[src/rtl/mod_counter.sv]
// rtl/mod_counter.sv - parametrised up/down modulo counter with wrap/saturate modes
//
// Counts within 0..MODULUS-1. Synchronous priority: init > ld > en > hold.
// Optional sticky overflow flag is compiled in with `define MOD_COUNTER_STICKY_OVF_EN.
//
// Ports:
//   clk   in   1      rising-edge clock
//   rst   in   1      asynchronous active-high reset
//   init  in   1      synchronous clear to 0
//   ld    in   1      synchronous load of prl (clamped to MODULUS-1)
//   en    in   1      count enable
//   up    in   1      1 = increment, 0 = decrement
//   sat   in   1      1 = saturate at terminal, 0 = wrap modulo MODULUS
//   prl   in   WIDTH  parallel load value
//   out   out  WIDTH  current count (registered)
//   co    out  1      terminal count in the current direction (combinational)
//   wrap  out  1      registered pulse, high the cycle after a wrap
//   ovf   out  1      sticky terminal-hit flag (only with MOD_COUNTER_STICKY_OVF_EN)

module mod_counter #(
  parameter int WIDTH   = 4,
  parameter int MODULUS = 16
) (
  input  logic             clk,
  input  logic             rst,
  input  logic             init,
  input  logic             ld,
  input  logic             en,
  input  logic             up,
  input  logic             sat,
  input  logic [WIDTH-1:0] prl,
  output logic [WIDTH-1:0] out,
  output logic             co,
`ifdef MOD_COUNTER_STICKY_OVF_EN
  output logic             wrap,
  output logic             ovf
`else
  output logic             wrap
`endif
);

  // Highest legal count. When MODULUS == 2**WIDTH this is all ones and the
  // wrap is ordinary overflow, but it is still detected explicitly below.
  localparam logic [WIDTH-1:0] TERM = WIDTH'(MODULUS - 1);

  logic [WIDTH-1:0] out_q, out_d;
  logic             wrap_q, wrap_d;
  logic             at_term;

  // Terminal in the current direction; shared by co, the wrap decision and ovf.
  always_comb begin
    at_term = up ? (out_q == TERM) : (out_q == '0);
  end

  always_comb begin
    out_d  = out_q;
    wrap_d = 1'b0;
    if (init) begin
      out_d = '0;
    end else if (ld) begin
      out_d = (prl > TERM) ? TERM : prl;
    end else if (en) begin
      if (at_term) begin
        // Saturate mode leaves out unchanged; wrap mode jumps to the far end.
        if (!sat) begin
          out_d  = up ? '0 : TERM;
          wrap_d = 1'b1;
        end
      end else begin
        out_d = up ? (out_q + WIDTH'(1)) : (out_q - WIDTH'(1));
      end
    end
  end

  always_ff @(posedge clk or posedge rst) begin
    if (rst) begin
      out_q  <= '0;
      wrap_q <= 1'b0;
    end else begin
      out_q  <= out_d;
      wrap_q <= wrap_d;
    end
  end

  assign out  = out_q;
  assign wrap = wrap_q;
  assign co   = at_term;

`ifdef MOD_COUNTER_STICKY_OVF_EN
  logic ovf_q, ovf_d;

  // Set on any edge where the count is acted upon at the terminal, whether
  // it wraps or saturates. Only rst or init clear it; ld leaves it alone.
  always_comb begin
    ovf_d = ovf_q;
    if (init) begin
      ovf_d = 1'b0;
    end else if (!ld && en && at_term) begin
      ovf_d = 1'b1;
    end
  end

  always_ff @(posedge clk or posedge rst) begin
    if (rst) begin
      ovf_q <= 1'b0;
    end else begin
      ovf_q <= ovf_d;
    end
  end

  assign ovf = ovf_q;
`endif

endmodule

[config.mk]
export PLATFORM = sky130hd
export DESIGN_NAME = mod_counter
export DESIGN_NICKNAME = d
export VERILOG_FILES = /design/src/rtl/mod_counter.sv
export SDC_FILE = /design/constraint.sdc
export NUM_CORES = 1
export LEC_CHECK = 0
export BUFFER_PORTS_ARGS = -buffer_cell sky130_fd_sc_hd__buf_2
export CORE_AREA = 8 8 45 47
export CTS_BUF_LIST = sky130_fd_sc_hd__clkbuf_8
export CTS_CLUSTER_DIAMETER = 40
export DETAILED_ROUTE_END_ITERATION = 8
export DIE_AREA = 0 0 53 55
export GPL_ROUTABILITY_DRIVEN = 0
export PLACE_DENSITY = 0.69
export SLEW_MARGIN = 20
export SYNTH_ARGS = -nofsm -noshare
export SYNTH_HDL_FRONTEND = slang
export SYNTH_SLANG_ARGS = --single-unit
[constraint.sdc]
create_clock -name clk -period 2 [get_ports clk]
set_input_delay 0.3 -clock clk [delete_from_list [all_inputs] [get_ports clk]]
set_output_delay 0.3 -clock clk [all_outputs]
set_load 0.1 [all_outputs]
[Word level (Yosys, flattened, before mapping)]
Index checks and enable logic that the tools add are counted.
Widths: inputs -> output; s select.
Operators by class
  add/sub/neg operators: 2
  order comparisons: 1
  eq/ne operators: 2
  muxes and demuxes: 14
  reduce and logical (&&, ||, !) cells: 3
Operators with widths (count)
  $mux 4: 8
  $mux 1: 6
  $add 4x1->4 const B: 1
  $eq 4x4->1 const B: 1
  $gt 4x4->1 const B: 1
  $logic_not 4->1: 1
  $ne 4x4->1 const B: 1
  $sub 4x1->4 const B: 1
  $reduce_bool 3->1: 1
  $reduce_and 2->1: 1
Storage, ports and cells
  bits in registers: 5
  output and inout port bits: 6
  word-level logic and storage cells: 24

[Depth between registers and ports, before layout]
Gate-level depths: netlist (run 1).
  word-level depth: 6
  depth in mapped cells: 6

[Least setup slack after synthesis (run 1)]
OpenSTA, ideal clock, no wires.
  path type: reg2reg
  from: register out_q[0] (netlist: out[0])
  to: register out_q[2] (netlist: out[2])
  setup time: 0.092 ns
  arrival time: 2.716 ns
  data required time: 1.908 ns
  slack: -0.809 ns
  cell stages (with the launch flop): 5
  path buffers: 0
  period minus slack after synthesis: 2.809 ns
  cell sequence: dfrtp_1 -> or4_4 -> o22ai_2 -> nor3_1 -> o31ai_2
Between the ends
  cells in the longest elaborated chain, start to end: 6
  elaborated cells between the ends (all ways): 12
RTL lines
  start, declared: RTL line 46  | logic [WIDTH-1:0] out_q, out_d;
  start signal, assigned: RTL line 80  | out_q <= out_d;
  $eq 4x4->1 or $logic_not 4->1 (tied branches): RTL line 52  | at_term = up ? (out_q == TERM) : (out_q == '0);
  $mux 1 (*): RTL line 52
  via co: RTL line 33  | output logic co,
  $mux 4: RTL line 63  | if (at_term) begin
  $mux 4: RTL line 62  | end else if (en) begin
  $mux 4: RTL line 60  | end else if (ld) begin
  $mux 4: RTL line 58  | if (init) begin
Mark *: on every way through the listed nets, which the timed path passes. The rest lies on a longest branch. The select of a mux whose other input is x is not followed.
A chain may end at the register's enable or synchronous reset.

[Worst setup path after layout (run 1)]
  from: register out_q[1] (netlist: out[1])
  to: output co
Between the ends
  cells in the longest elaborated chain, start to end: 2
  elaborated cells between the ends (all ways): 3
RTL lines (RTL line)
  $eq 4x4->1 or $logic_not 4->1 (tied branches): 52
  $mux 1 (*): 52
  end, declared: 33
Every way passes the cells marked *; elsewhere a longest branch is shown, timed or not.

==> results.txt, run 1 <==
# rows = 14
Synthesis Warnings = 0
complex-gate fraction of the synthesized area = 30.94%
CP Data Arrival Time = 1670 ps
final setup TNS = 0 ps
Tot GR Track Use = 10.65%
DIE WIDTH = 53 µm
remaining global-route overflow = 0
post-layout instance area = 750.7 µm²
largest family of logic cells by synthesized area = compound AO/OA/AOI/OAI gates
Max-Cap Viols = 0
Core Box Area = 0.001384 mm²
Starting DRT DRC Count = 12
CP Max Fanout = 5
max_slew headroom = 67.54%
met3 wire len = 104 µm
# setup viols final = 0
H-tree levels = 1
clock sinks = 5
Syn Area/Cell = 8.568 µm²
vias in the first global route = 552
total power draw = 0.0005436 W
CTS tree = yes
Non-Filler Instances = 101
worst endpoint required time = 1700 ps
WS Path Type = reg2out
synth unique cells = 30
Area Overhead vs Synth = 48.51%
share of cells above drive strength 1 = 45.88%
Vias/cell = 5.713
Hold Vio Cnt, Final = 0
area post-placement = 676.9 µm²
HPWL Detailed = 1279 µm
post-synthesis async set-or-reset flop share = 100.0%
final-stage net count = 100
highest routed layer = met3
Die Area = 0.002915 mm²
CTS Buf Count = 3
I/O pin cnt = 17
startpoint types = flop
Ant. Diodes = 0
Root Buffer = clkbuf_8
Final period util = 98.49%
synth top area cells = dfrtp_1 25%, a2111oi_4 5.4%, inv_1 5.2%
mux contribution to synthesized area = 0%
fillcell total = 119
dpl cells = 95
Synth Instances = 59
Port Buffer Count = 16
post-synthesis simple-gate area fraction = 27.72%
cell taking the most area after synthesis = dfrtp_1
VDD IR max = 202.8 µV
routed len/inst = 15.42 µm
first-pass GRT wire length = 2387 µm
deepest clock path buffer count = 2
Pre-antenna DRT Iters = 4
worst slew pin tran = 490.3 ps
register area share after synthesis = 24.75%
metal2 WL = 844 µm
leak pwr = 0.3313 nW
top_reg_cell synth = dfrtp_1
endpoint type of the worst setup path = primary output
Tmin final = 1970 ps
M1 WL = 607 µm
PwrDens = 724.1 mW/mm²
overall routed net length = 1557 µm
adder-cell share of the synthesized area = 8.911%
EDFF count, synth = 0
Initial Utilization = 36.53%
initial antenna violation count = 0
DRC = 0
Die Span Y = 55 µm
Post-Syn Area = 505.5 µm²
Hold Path Class = in2reg
Synth top area share = 24.75%
Seq cells post-synth = 5
Synth Area in XOR/XNOR = 1.733%
worst skew pair latency = 220 ps
synth cell count leaders = 7 x inv_1, 5 x dfrtp_1, 5 x nand3_1, 5 x nor2_1
syn nets = 73
Final Slew Violations = 0
status = complete, no violations
Antenna Nets Post-Route = 0
clock-pin slew on the worst setup and hold paths = 40 ps
skew final = 4.272 ps
cell with the most instances after synthesis = inv_1
maximum clock rate = 507.7 MHz
largest net degree at the start of global routing = 10
via count = 577
## worst max-delay path, stage by stage, from the launching register on
cell and delay [ps]:
dfrtp_4 500, or4_4 530, o22ai_4 210, buf_12 200
## kinds of logic after synthesis
kind of cell	after synthesis
buffers and inverters	8
DFF	5
xor gates and xnor gates	1
and+or+nand+nor	25
adders and majority gates	3
AOI/OAI and AO/OA	17
## metrics by stage
stage	hold WS, ps	setup WS, ps	util (%)
after floorplan	78.51	-237.7	-
after global placement	195.5	95.36	48.92
after detailed placement	205.2	15.91	48.92
after CTS	301.7	26.89	53.44
after global routing	309.3	-11.22	54.25
final	300.7	30.16	54.25
## routing by layer
| layer | vias up | track usage, % |
|---|---|---|
| met5 | - | 0 |
| met4 | 0 | 1.293 |
| met3 | 0 | 2.139 |
| met2 | 21 | 20.51 |
| met1 | 280 | 12.00 |
| li1 | 276 | - |
## final timing paths
check / startpoint / endpoint / slack [ps] / depth (start not counted)
max: out[1] / co / 30 / 3
min: prl[2] / out[2] / 300 / 3
max reg2reg: out[1] / out[3] / 90 / 5
min reg2reg: out[1] / out[1] / 690 / 2
max in group asynchronous: rst / out[3] / 1290 / 3
min in group asynchronous: rst / out[1] / 520 / 3
## flip-flops by register name, summed over array words and instances (netlist names)
| register | count |
|---|---|
| wrap | 1 |
| out | 4 |
## power by group
group / total, W / internal (W) / leakage [nW] / switching, W
sequential: 0.000124 / 0.000113 / 0.0599 / 0.0000104
combinational: 0.000238 / 0.0000795 / 0.245 / 0.000159
clock: 0.000182 / 0.000132 / 0.0269 / 0.0000500
total: 0.000544 / 0.000324 / 0.331 / 0.000219
## placed cells by master (no fill, tap or decap), types with 2 or more instances in the layout
cell and instances:
ha_1 2, clkbuf_8 3, nor4_1 2, a2111oi_2 2
buf_2 15, nor2_1 5, nand3_1 5, nand2_1 3
inv_1 8, and3_1 2, dfrtp_4 3, nor3_1 2
o211ai_1 3, buf_4 5, nand2b_1 2
## area by class of cell
class                   instances  area (µm²)  area share, %
inverters                       8       30.03          4.000
well taps                      16       20.02          2.667
repair buffers                 22       142.6          19.00
multi-input cells              46       375.4          50.00
flip-flops and latches          5       137.6          18.33
clock inverters                 1       3.754         0.5000
clock buffers                   3       41.29          5.500
## timing repair
action,in CTS,in global routing
endpoints found under the hold margin,5,0
resized for setup,0,3
hold buffers,1,0
pin swaps,1,0
setup buffers,1,0
setup endpoints to repair,1,1
Note: power is estimated with default switching activity, not from simulation.
==> run 2, diff against run 1 <==
- ABC_AREA: unset -> 1
- PLACE_DENSITY: 0.69 -> 0.66
==> results.txt, run 2 <==
Max-Cap Viols = 0
unrepaired setup endpoints after global routing = false
post-layout instance area = 644.4 µm²
Initial Utilization = 33.54%
# setup viols final = 0
Vias/cell = 4.429
CP Max Fanout = 5
maximum clock rate = 574.9 MHz
via count = 465
clock-pin slew on the worst setup and hold paths = 40 ps
R2R depth = 8
area post-placement = 588.1 µm²
vias in the first global route = 461
DIE WIDTH = 53 µm
syn nets = 82
register area share after synthesis = 26.95%
EDFF count, synth = 0
Tmin final = 1740 ps
max_slew headroom = 67.62%
Core Box Area = 0.001384 mm²
Post-Syn Area = 464.2 µm²
Hold Vio Cnt, Final = 0
Synth Instances = 68
Hold Path Class = in2reg
leak pwr = 0.3619 nW
Tot GR Track Use = 7.844%
max reg flops = 4
synth unique cells = 20
synth top area cells = dfrtp_1 27%, nand2_1 18%, nor2_1 6.5%
Ant. Diodes = 0
PnR worst setup slack = 260.5 ps
Seq cells post-synth = 5
cts repair resizes = 0
H-tree levels = 1
final-stage net count = 104
worst endpoint required time = 1700 ps
Starting DRT DRC Count = 9
WS Path Type = reg2out
HPWL Detailed = 878.5 µm
final setup TNS = 0 ps
worst skew pair latency = 220 ps
cell with the most instances after synthesis = nand2_1
FF-to-FF Start = out[2]
dpl ws = 375.3 ps
top_reg_cell synth = dfrtp_1
Die Span Y = 55 µm
Die Area = 0.002915 mm²
Syn Area/Cell = 6.826 µm²
most frequent cells in the layout = 22 x nand2_1, 15 x buf_2, 8 x nor2_1
WHS Path Cells = 2
flop2flop setup slack = 500 ps
CTS tree = yes
startpoint types = flop
WHS Endpoint = wrap
CTS Buf Count = 3
Synthesis Warnings = 0
post-synthesis async set-or-reset flop share = 100.0%
cell taking the most area after synthesis = dfrtp_1
VDD IR max = 396.2 µV
skew final = 3.664 ps
Final period util = 86.98%
clock sinks = 5
Pre-antenna DRT Iters = 4
endpoint type of the worst setup path = primary output
R2R Path End = out[3]
Area Overhead vs Synth = 38.81%
status = complete, no violations
deepest clock path buffer count = 2
post-CTS setup buffer count = 0
# rows = 14
share of cells above drive strength 1 = 42.70%
Antenna Nets Post-Route = 0
synth cell count leaders = 22 x nand2_1, 8 x nor2_1, 7 x inv_1
largest net degree at the start of global routing = 8
DRC = 0
CP Data Arrival Time = 1440 ps
overall routed net length = 1032 µm
CP Cell Sequence = nor2_1 > nand3_2 > and2_1 > clkinvlp_4 > buf_12
PwrDens = 854.0 mW/mm²
I/O pin cnt = 17
remaining global-route overflow = 0
Port Buffer Count = 16
hold wc startpoint = sat
Root Buffer = clkbuf_8
initial antenna violation count = 0
first-pass GRT wire length = 1780 µm
commonest non-fill, non-tap cell in the layout = nand2_1
routed len/inst = 9.829 µm
Final Slew Violations = 0
Synth top area share = 26.95%
CP max-delay cell = dfrtp_2
hold_ws = 264.4 ps
worst slew pin tran = 489.0 ps
Slowest Stage Delay on Critical Path = 430 ps
run 2: changes by cell type after synthesis, sizes merged, moves of 2 or more:
| cell | delta |
|---|---|
| a2111oi | -3 |
| and3 | -2 |
| inv | +3 |
| nand2 | +23 |
| nand2b | -2 |
| nor2 | +3 |
| nor3 | -3 |
| o211ai | -3 |
run 2: metal layers:
metal	global-route usage (%)	vias to the layer above	routed length, µm
li1	-	249	-
met5	0	-	0
met1	9.677	201	461
met2	12.70	15	509
met4	3.879	0	0
met3	1.604	0	61
run 2: cell families after synthesis:
kind of cell	share of synthesized area (%)
xor gates and xnor gates	3.774
AOI/OAI and AO/OA	3.503
buffers and inverters	8.895
DFF	26.95
adders and majority gates	9.703
and+or+nand+nor	47.17
run 2: cell type report:
cell class / instances / area (µm²)
fill: 149 / 739.5
multi-input combinational: 52 / 297.8
sequential: 5 / 130.1
timing repair buffer: 17 / 105.1
inverter: 11 / 45.04
clock buffer: 3 / 41.29
tap: 16 / 20.02
clock inverter: 1 / 5.005
run 2: critical path: cells and delay by family, from the launching register on:
family	cells	cell delay (ps)
and+or+nand+nor	3	530
DFF	1	430
buffers and inverters	2	250
run 2: stage by stage:
| step | total power, W | utilization [%] | cells |
|---|---|---|---|
| global route | 0.0005867 | 46.56 | 105 |
| finish | 0.0005503 | 46.56 | 105 |
| floorplan | 0.0003138 | - | 68 |
| detailed placement | 0.0003680 | 42.50 | 100 |
| global placement | 0.0003668 | 42.50 | 100 |
| CTS | 0.0005554 | 46.56 | 105 |
run 2: timing repair:
item | CTS | global route
hold buffers | 1 | 0
endpoints found under the setup margin | 0 | 0
endpoints found under the hold margin | 5 | 0
run 2: where the power goes:
group / internal, W / total (W) / leakage, nW / switching (W)
combinational: 0.0000685 / 0.000239 / 0.276 / 0.000171
clock: 0.000134 / 0.000184 / 0.0255 / 0.0000500
sequential: 0.000114 / 0.000127 / 0.0600 / 0.0000137
total: 0.000316 / 0.000550 / 0.362 / 0.000234
run 2: how the worst max path moves through the flow:
stage / startpoint / end / cells after the start
after CTS: out[3] / co / 5
after global placement: up / out[3] / 10
after floorplan: out[3] / co / 4
after global routing: out[3] / co / 5
final: out[3] / co / 5
after detailed placement: up / out[3] / 10
